### src/rtl/fp32_mul_issue.sv
// Flow-controlled wrapper around a combinational IEEE-754 single-precision
// multiplier: operand FIFO in front, registered result slot with
// classification flags behind.
module fp32_mul_issue #(
  parameter int DEPTH = 4,
  parameter int CW    = $clog2(DEPTH) + 1
) (
  input  logic          clk,
  input  logic          rst_n,
  input  logic          in_valid,
  output logic          in_ready,
  input  logic [31:0]   in_a,
  input  logic [31:0]   in_b,
  output logic [31:0]   mul_a,
  output logic [31:0]   mul_b,
  input  logic [31:0]   mul_result,
  output logic          out_valid,
  input  logic          out_ready,
  output logic [31:0]   out_result,
  output logic [3:0]    out_flags,
  output logic [CW-1:0] count
);

  localparam int AW = (DEPTH > 1) ? $clog2(DEPTH) : 1;

  logic [31:0]   mem_a [DEPTH];
  logic [31:0]   mem_b [DEPTH];
  logic [AW-1:0] wr_ptr;
  logic [AW-1:0] rd_ptr;
  logic [CW-1:0] count_q;
  logic          alive;
  logic          push;
  logic          pop;
  logic          slot_free;
  logic          not_empty;
  logic [3:0]    head_flags;

  function automatic logic is_inf(input logic [31:0] v);
    return (v[30:23] == 8'hFF) && (v[22:0] == 23'd0);
  endfunction

  function automatic logic is_nan(input logic [31:0] v);
    return (v[30:23] == 8'hFF) && (v[22:0] != 23'd0);
  endfunction

  function automatic logic is_zero(input logic [31:0] v);
    return v[30:0] == 31'd0;
  endfunction

  // {invalid, nan, inf, zero}: invalid looks at the operands, the rest at the product
  function automatic logic [3:0] classify(input logic [31:0] a, input logic [31:0] b,
                                          input logic [31:0] r);
    logic invalid;
    invalid = (is_inf(a) && is_zero(b)) || (is_zero(a) && is_inf(b)) ||
              is_nan(a) || is_nan(b);
    return {invalid, is_nan(r), is_inf(r), is_zero(r)};
  endfunction

  // alive gates in_ready so nothing is accepted while reset is asserted
  assign in_ready   = alive && (count_q != CW'(DEPTH));
  assign push       = in_valid && in_ready;
  assign not_empty  = (count_q != '0);
  assign slot_free  = !out_valid || out_ready;
  assign pop        = not_empty && slot_free;
  assign count      = count_q;

  // An empty FIFO presents zeros so the multiplier never sees stale or unwritten entries
  assign mul_a      = not_empty ? mem_a[rd_ptr] : 32'd0;
  assign mul_b      = not_empty ? mem_b[rd_ptr] : 32'd0;
  assign head_flags = classify(mul_a, mul_b, mul_result);

  // Operand storage: data only, written on accepted pushes
  always_ff @(posedge clk) begin
    if (push) begin
      mem_a[wr_ptr] <= in_a;
      mem_b[wr_ptr] <= in_b;
    end
  end

  // FIFO control: pointers wrap naturally because DEPTH is a power of two
  always_ff @(posedge clk or negedge rst_n) begin
    if (!rst_n) begin
      alive   <= 1'b0;
      wr_ptr  <= '0;
      rd_ptr  <= '0;
      count_q <= '0;
    end else begin
      alive <= 1'b1;
      if (push) wr_ptr <= wr_ptr + AW'(1);
      if (pop)  rd_ptr <= rd_ptr + AW'(1);
      if (push && !pop)      count_q <= count_q + CW'(1);
      else if (pop && !push) count_q <= count_q - CW'(1);
    end
  end

  // Output slot: capture the product on pop, drop valid when consumed without refill
  always_ff @(posedge clk or negedge rst_n) begin
    if (!rst_n) begin
      out_valid  <= 1'b0;
      out_result <= 32'd0;
      out_flags  <= 4'd0;
    end else if (pop) begin
      out_valid  <= 1'b1;
      out_result <= mul_result;
      out_flags  <= head_flags;
    end else if (out_valid && out_ready) begin
      out_valid  <= 1'b0;
    end
  end

endmodule
### config.mk
export PLATFORM = sky130hd
export DESIGN_NAME = fp32_mul_issue
export DESIGN_NICKNAME = d
export VERILOG_FILES = /design/src/rtl/fp32_mul_issue.sv
export SDC_FILE = /design/constraint.sdc
export NUM_CORES = 1
export LEC_CHECK = 0
export ABC_AREA = 1
export CAP_MARGIN = 25
export CELL_PAD_IN_SITES_DETAIL_PLACEMENT = 2
export CELL_PAD_IN_SITES_GLOBAL_PLACEMENT = 2
export CORE_ASPECT_RATIO = 0.5
export CORE_MARGIN = 2
export CORE_UTILIZATION = 37
export DETAILED_ROUTE_END_ITERATION = 7
export GPL_TIMING_DRIVEN = 0
export PLACE_DENSITY = 0.93
export SETUP_SLACK_MARGIN = 0.2
export SLEW_MARGIN = 20
export SYNTH_ARGS = -nofsm -noshare
export SYNTH_HDL_FRONTEND = slang
export SYNTH_SLANG_ARGS = --single-unit
### constraint.sdc
create_clock -name clk -period 10 [get_ports clk]
set_input_delay 2 -clock clk [delete_from_list [all_inputs] [get_ports clk]]
set_output_delay 2 -clock clk [all_outputs]
set_load 0.005 [all_outputs]
Yosys cells after proc, flatten, opt, wreduce, memory -nomap -nowiden
Memory sizes are Yosys's and may differ from the RTL's.
Cells that the tools add are included.
{"block": "word_totals", "out_inout_bits": 105, "input_bits": 100, "ff_bits": 45, "latch_bits": 0, "elab_cells": 58, "memories": 2, "ramBits": 256, "romBits": 0}
{"memory": "mem_a", "depth": 4, "word_bits": 32, "rd": 1, "rd_ports_with_merged_regs": 0, "wr": 1, "line": "26", "text": "logic [31:0] mem_a [DEPTH];"}
{"memory": "mem_b", "depth": 4, "word_bits": 32, "rd": 1, "rd_ports_with_merged_regs": 0, "wr": 1, "line": "27", "text": "logic [31:0] mem_b [DEPTH];"}
{"block": "classes", "n_div": 0, "addsub": 4, "n_mux": 8, "shift": 0, "n_reduce_logical": 33, "n_eq_ne": 4, "multipliers": 0, "bitwise": 0, "magnitude_cmp": 0}
{"operator": "31-bit zero test", "count": 3}
{"operator": "23-bit zero test", "count": 3}
{"operator": "23-bit nonzero test", "count": 3}
{"operator": "32-bit 2-to-1 mux", "count": 2}
{"operator": "8-bit == test (second input constant)", "count": 3}
{"operator": "1-bit logical AND", "count": 14}
{"operator": "3-bit 2-to-1 mux", "count": 2}
{"operator": "2-bit by 1-bit adder with 2-bit output (second input constant)", "count": 2}
{"operator": "1-bit logical OR", "count": 4}
{"operator": "1-bit 2-to-1 mux", "count": 4}
{"operator": "2-bit nonzero test", "count": 2}
{"operator": "3-bit by 1-bit adder with 3-bit output (second input constant)", "count": 1}
{"operator": "1-bit zero test", "count": 3}
{"operator": "3-bit inequality test (second input constant)", "count": 1}
{"operator": "3-bit nonzero test", "count": 1}
{"operator": "3-bit by 1-bit subtractor with 3-bit output (second input constant)", "count": 1}

Longest topological paths before layout
{"block": "logic_depth", "word_depth": 8, "mapped_depth": 19, "depth_no_buf": 17}

Least setup slack after synthesis
No wires, ideal clock.
{"block": "synth_timing", "path_type": "input to register", "startpoint": "input port in_valid", "endpoint": "memory mem_a[0][0] (enable)", "setup_time_ps": 486, "path_buffers": 0, "t_required_ps": 9514, "cell_stages": 2, "arrival_time_ps": 4817, "path_slack_ps": 4696, "cell_sequence": "nand2_1 > nor2_1"}
{"block": "synth_between", "elab_chain_len": 3}
{"item": "start, declared", "line": "10", "text": "input logic in_valid,"}
{"item": "1-bit logical AND", "line": "61", "text": "assign push = in_valid && in_ready;"}
{"item": "1-bit 2-to-1 mux", "line": "74", "text": "if (push) begin"}
{"item": "1-bit 2-to-1 mux (implied by the code)", "line": "75", "text": "mem_a[wr_ptr] <= in_a;"}
{"item": "end, declared", "line": "26"}
No other way between the ends.

Final worst setup path
{"block": "layout_timing", "startpoint": "register rd_ptr[0]", "endpoint": "output port mul_b[26]"}
{"block": "layout_between", "elab_chain_len": 2}
{"item": "start, declared", "line": "29", "text": "logic [AW-1:0] rd_ptr;"}
{"item": "start signal, assigned", "line": "90", "text": "if (pop) rd_ptr <= rd_ptr + AW'(1);"}
{"item": "memory 4 x 32 bit"}
{"item": "32-bit 2-to-1 mux", "line": "69", "text": "assign mul_b = not_empty ? mem_b[rd_ptr] : 32'd0;"}
{"item": "end, declared", "line": "15", "text": "output logic [31:0] mul_b,"}
No other way between the ends.

==> results.tsv <==
stage	metric	value	unit
sta	Worst Skew	0.0230	ns
power	power density cells	332	nW/µm²
yosys	dominant synthesized flop cell	edfxtp_1	
floorplanning	Core Rows	48	
power	Combinational Power Share	48.9	%
route	Avg WL per Cell	30.1	µm
min_path	Hold EP	out_result[15]$_DFFE_PN0P_	
power	Psw	0.00248	W
yosys	Mapped Area	13000	µm²
worst_setup_path	crit path max fanout	10	
clocking	total CTS buffers	29	
worst_setup_path	Top delay family on crit path	buffers and inverters	
clocking	Hold-fix buffers, CTS	0	
placement	Placed Area	16000	µm²
sta	final hold viol count	0	
global_route	largest net degree at the start of global routing	25	
placement	DP Wirelength	39.3	mm
worst_setup_path	WP data arrival	3.29	ns
worst_setup_path	CP max-delay cell	clkbuf_1	
clocking	TritonCTS Sinks	301	
worst_setup_path	WP data required	8.00	ns
sta	Final Cycle Share	52.9	%
sta	Slew Limit Fails	0	
cells_and_area	P&R area growth vs syn	31.1	%
outcome	status	completed	
sta	WHS	0.493	ns
worst_setup_path	Startpoint Class	register	
power	sequential power share	29.1	%
min_path	hold depth	2	
sta	setup TNS	0	ns
worst_setup_path	CP Class	reg -> out	
clocking	Clk pin slew, worst setup/hold paths	0.07	ns
route	remaining antenna violation count	0	
cells_and_area	net count reported at finish	1661	
worst_setup_path	CP bufs+invs	4	
power	power share of the clock group	22.0	%
power	P_leak	7.34	nW
yosys	Synth cell types	29	
yosys	Synth area leaders	edfxtp_1 (59%), nand2_1 (15%), dfrtp_1 (8.7%)	
worst_setup_path	R2R cell count	12	
floorplanning	Die Y	137	µm
worst_setup_path	Setup crit end kind	output port	
yosys	sequential share of the synthesized area	67.8	%
clocking	clock tree root buffer cell	clkbuf_16	
worst_setup_path	RR Startpoint	count[0]$_DFFE_PN0P_	
clocking	Max H-tree Level	1	
global_route	vias in the first global route	12900	
cells_and_area	layout cells sized above 1	7.03	%
flow_run	# Max-Cap Violations	0	
worst_setup_path	R2R Setup Slk	6.78	ns
worst_setup_path	worst path cell trace	buf_4 > clkbuf_1 > nor2_1 > nor2_1 > nand2_1 > nand2_1 > nand2_1 > inv_1 > clkdlybuf4s50_1	
sta	Max Clock Freq	189	MHz
placement	Routability Congestion	0.855	
yosys	Yosys top cell by area	edfxtp_1	
placement	DP Worst Slack	5.53	ns
min_path	Hold Crit Class	reg -> reg	
sta	worst setup margin	4.71	ns
yosys	register bit total from synthesis	301	
global_route	first-pass GRT wire length	88.6	mm
floorplanning	I/O pin cnt	205	
route	First-pass DRT Iterations	5	
route	vias per cell	5.54	
sta	Slew headroom	42.2	%
worst_setup_path	crit-path max cell delay	0.61	ns
sta	RSZ-0062 raised after global routing	false	
yosys	post-synth top area share	59.1	%
min_path	HP Start	out_result[15]$_DFFE_PN0P_	
power	Int Pwr	0.00318	W
global_route	Overflow after GRT	0	
worst_setup_path	most common cell type on the critical path	nand2_1	
clocking	clk_lat worst skew	0.60	ns
route	DR vias	11400	
floorplanning	die area	36700	µm²
clocking	TritonCTS clock tree	yes	
yosys	Mapped Avg Cell Area	9.96	µm²
sta	worst-margin pin slew	0.867	ns
route	WL final	61.8	mm
power	switch share	43.8	%
cells_and_area	Final Cell Area	17000	µm²
floorplanning	CORE AREA	34500	µm²
placement	port bufs	204	
floorplanning	DIE WIDTH	269	µm
yosys	synth warn	0	
route	Residual DRC	0	
yosys	cells after synthesis	1305	
route	DR iter-0 viols	1111	
worst_setup_path	Critical R2R Capture	count[2]$_DFFE_PN0P_	
yosys	Post-synth EDFFs	256	
power	worst vdd ir	0.000143	V
clocking	Clock Tree Buf Depth	3	
clocking	Resized Gates After CTS	0	
yosys	Syn Nets	1411	
clocking	Setup Fix Bufs, Post-CTS	0	
sta	Finish-stage setup viols	0	
global_route	initial antenna violation count	4	
floorplanning	Initial Utilization	37.6	%
yosys	asr flop ratio synth	15.0	%
global_route	All-Layer GR Usage	33.6	%
sta	fin crit period	5.29	ns
-- cell type report --
class / instances / area, µm²
Inverter: 177 / 664
Fill cell: 3499 / 17500
Sequential cell: 301 / 8810
Antenna cell: 2 / 5.00
Multi-Input combinational cell: 771 / 3240
Timing Repair Buffer: 219 / 2420
Buffer: 56 / 308
Tap cell: 475 / 594
Clock buffer: 35 / 748
Clock inverter: 19 / 245
-- synthesized netlist by cell type, types with 2 or more instances --
master and count:
buf_6 5, xor2_1 3, edfxtp_1 256, nand3_1 78
buf_4 5, clkbuf_1 11, nor4_1 5, nand4_1 7
nand2_1 509, nor2_1 100, inv_2 3, ha_1 5
buf_1 2, inv_1 174, o21ai_1 6, buf_2 33
a21oi_1 4, o21ai_0 44, dfrtp_1 45
-- sequential cells by signal, indices dropped and copies added (netlist names) --
register and cells:
out_valid 1, mem_a 128, rd_ptr 2, count 3, wr_ptr 2, alive 1, mem_b 128, out_result 32
out_flags 4
-- logic make-up (layout without fill, tap and decap cells) --
kind of cell	Yosys count	in the layout	share of synthesized area [%]
AND/OR/NAND/NOR	701	701	21.3
flip-flops	301	301	67.8
other	1	3	0.0289
AO/OA/AOI/OAI	58	58	2.36
buffers and inverters	233	506	7.48
adder cells (fa/ha/maj)	6	6	0.635
multiplexers	1	1	0.0866
XOR/XNOR	4	4	0.270
-- cell usage in the layout (no fill, tap or decap), types with 2 or more instances in the layout --
master / n
ha_1: 5
clkinv_1: 5
inv_1: 174
inv_2: 3
clkinv_2: 6
nand4_1: 7
xor2_1: 3
diode_2: 2
nor2_1: 96
clkdlybuf4s50_1: 203
edfxtp_1: 256
a21oi_1: 4
buf_16: 12
nand2_1: 509
buf_1: 2
bufinv_16: 6
dfrtp_1: 45
buf_12: 2
buf_6: 5
nand3_1: 78
buf_2: 34
nor2_4: 4
o21ai_1: 6
clkbuf_1: 17
clkbuf_16: 29
buf_4: 5
o21ai_0: 44
nor4_1: 5
-- per-layer routing --
layer  track usage, %  share of wire, %  vias to the layer above
met4             17.3               5.0                        2
met3             6.62               6.8                      197
met2             58.3                50                      634
li1                 -                 -                     4670
met5                0             0.021                        -
met1             40.2                38                     5879
-- tightest hold or removal path, cell delays in order, from the launching register on --
cell and delay [ns]:
dfrtp_1 0.35, nand2_1 0.06, nand2_1 0.06
-- stage by stage --
stage	instances	power [W]	utilization, %
after floorplan	1305	0.00275	-
after global placement	1984	0.00395	45.3
after detailed placement	1999	0.00421	46.5
after CTS	2053	0.00560	49.3
after global routing	2055	0.00583	49.4
final	2055	0.00567	49.4
-- power by group through the flow --
| stage | registers, W | clock network (W) | logic (W) |
|---|---|---|---|
| after floorplan | 0.00165 | 0 | 0.00110 |
| after global placement | 0.00166 | 0 | 0.00228 |
| after detailed placement | 0.00166 | 0 | 0.00255 |
| after CTS | 0.00164 | 0.00124 | 0.00271 |
| after global routing | 0.00166 | 0.00128 | 0.00289 |
| final | 0.00165 | 0.00125 | 0.00277 |
-- how the worst max path moves through the flow --
stage | depth (start not counted) | to | start | slack [ns]
2_1_floorplan | 2 | mem_a[0][0]$_DFFE_PP_ | in_valid | 4.70
3_3_place_gp | 3 | mem_a[3][22]$_DFFE_PP_ | in_valid | 1.61
3_5_place_dp | 7 | mul_a[6] | rd_ptr[1]$_DFFE_PN0P_ | 5.53
4_1_cts | 9 | mul_b[26] | rd_ptr[0]$_DFFE_PN0P_ | 4.74
5_1_grt | 9 | mul_b[26] | rd_ptr[0]$_DFFE_PN0P_ | 4.64
6_report | 9 | mul_b[26] | rd_ptr[0]$_DFFE_PN0P_ | 4.71
(Power assumes the default switching activity.)
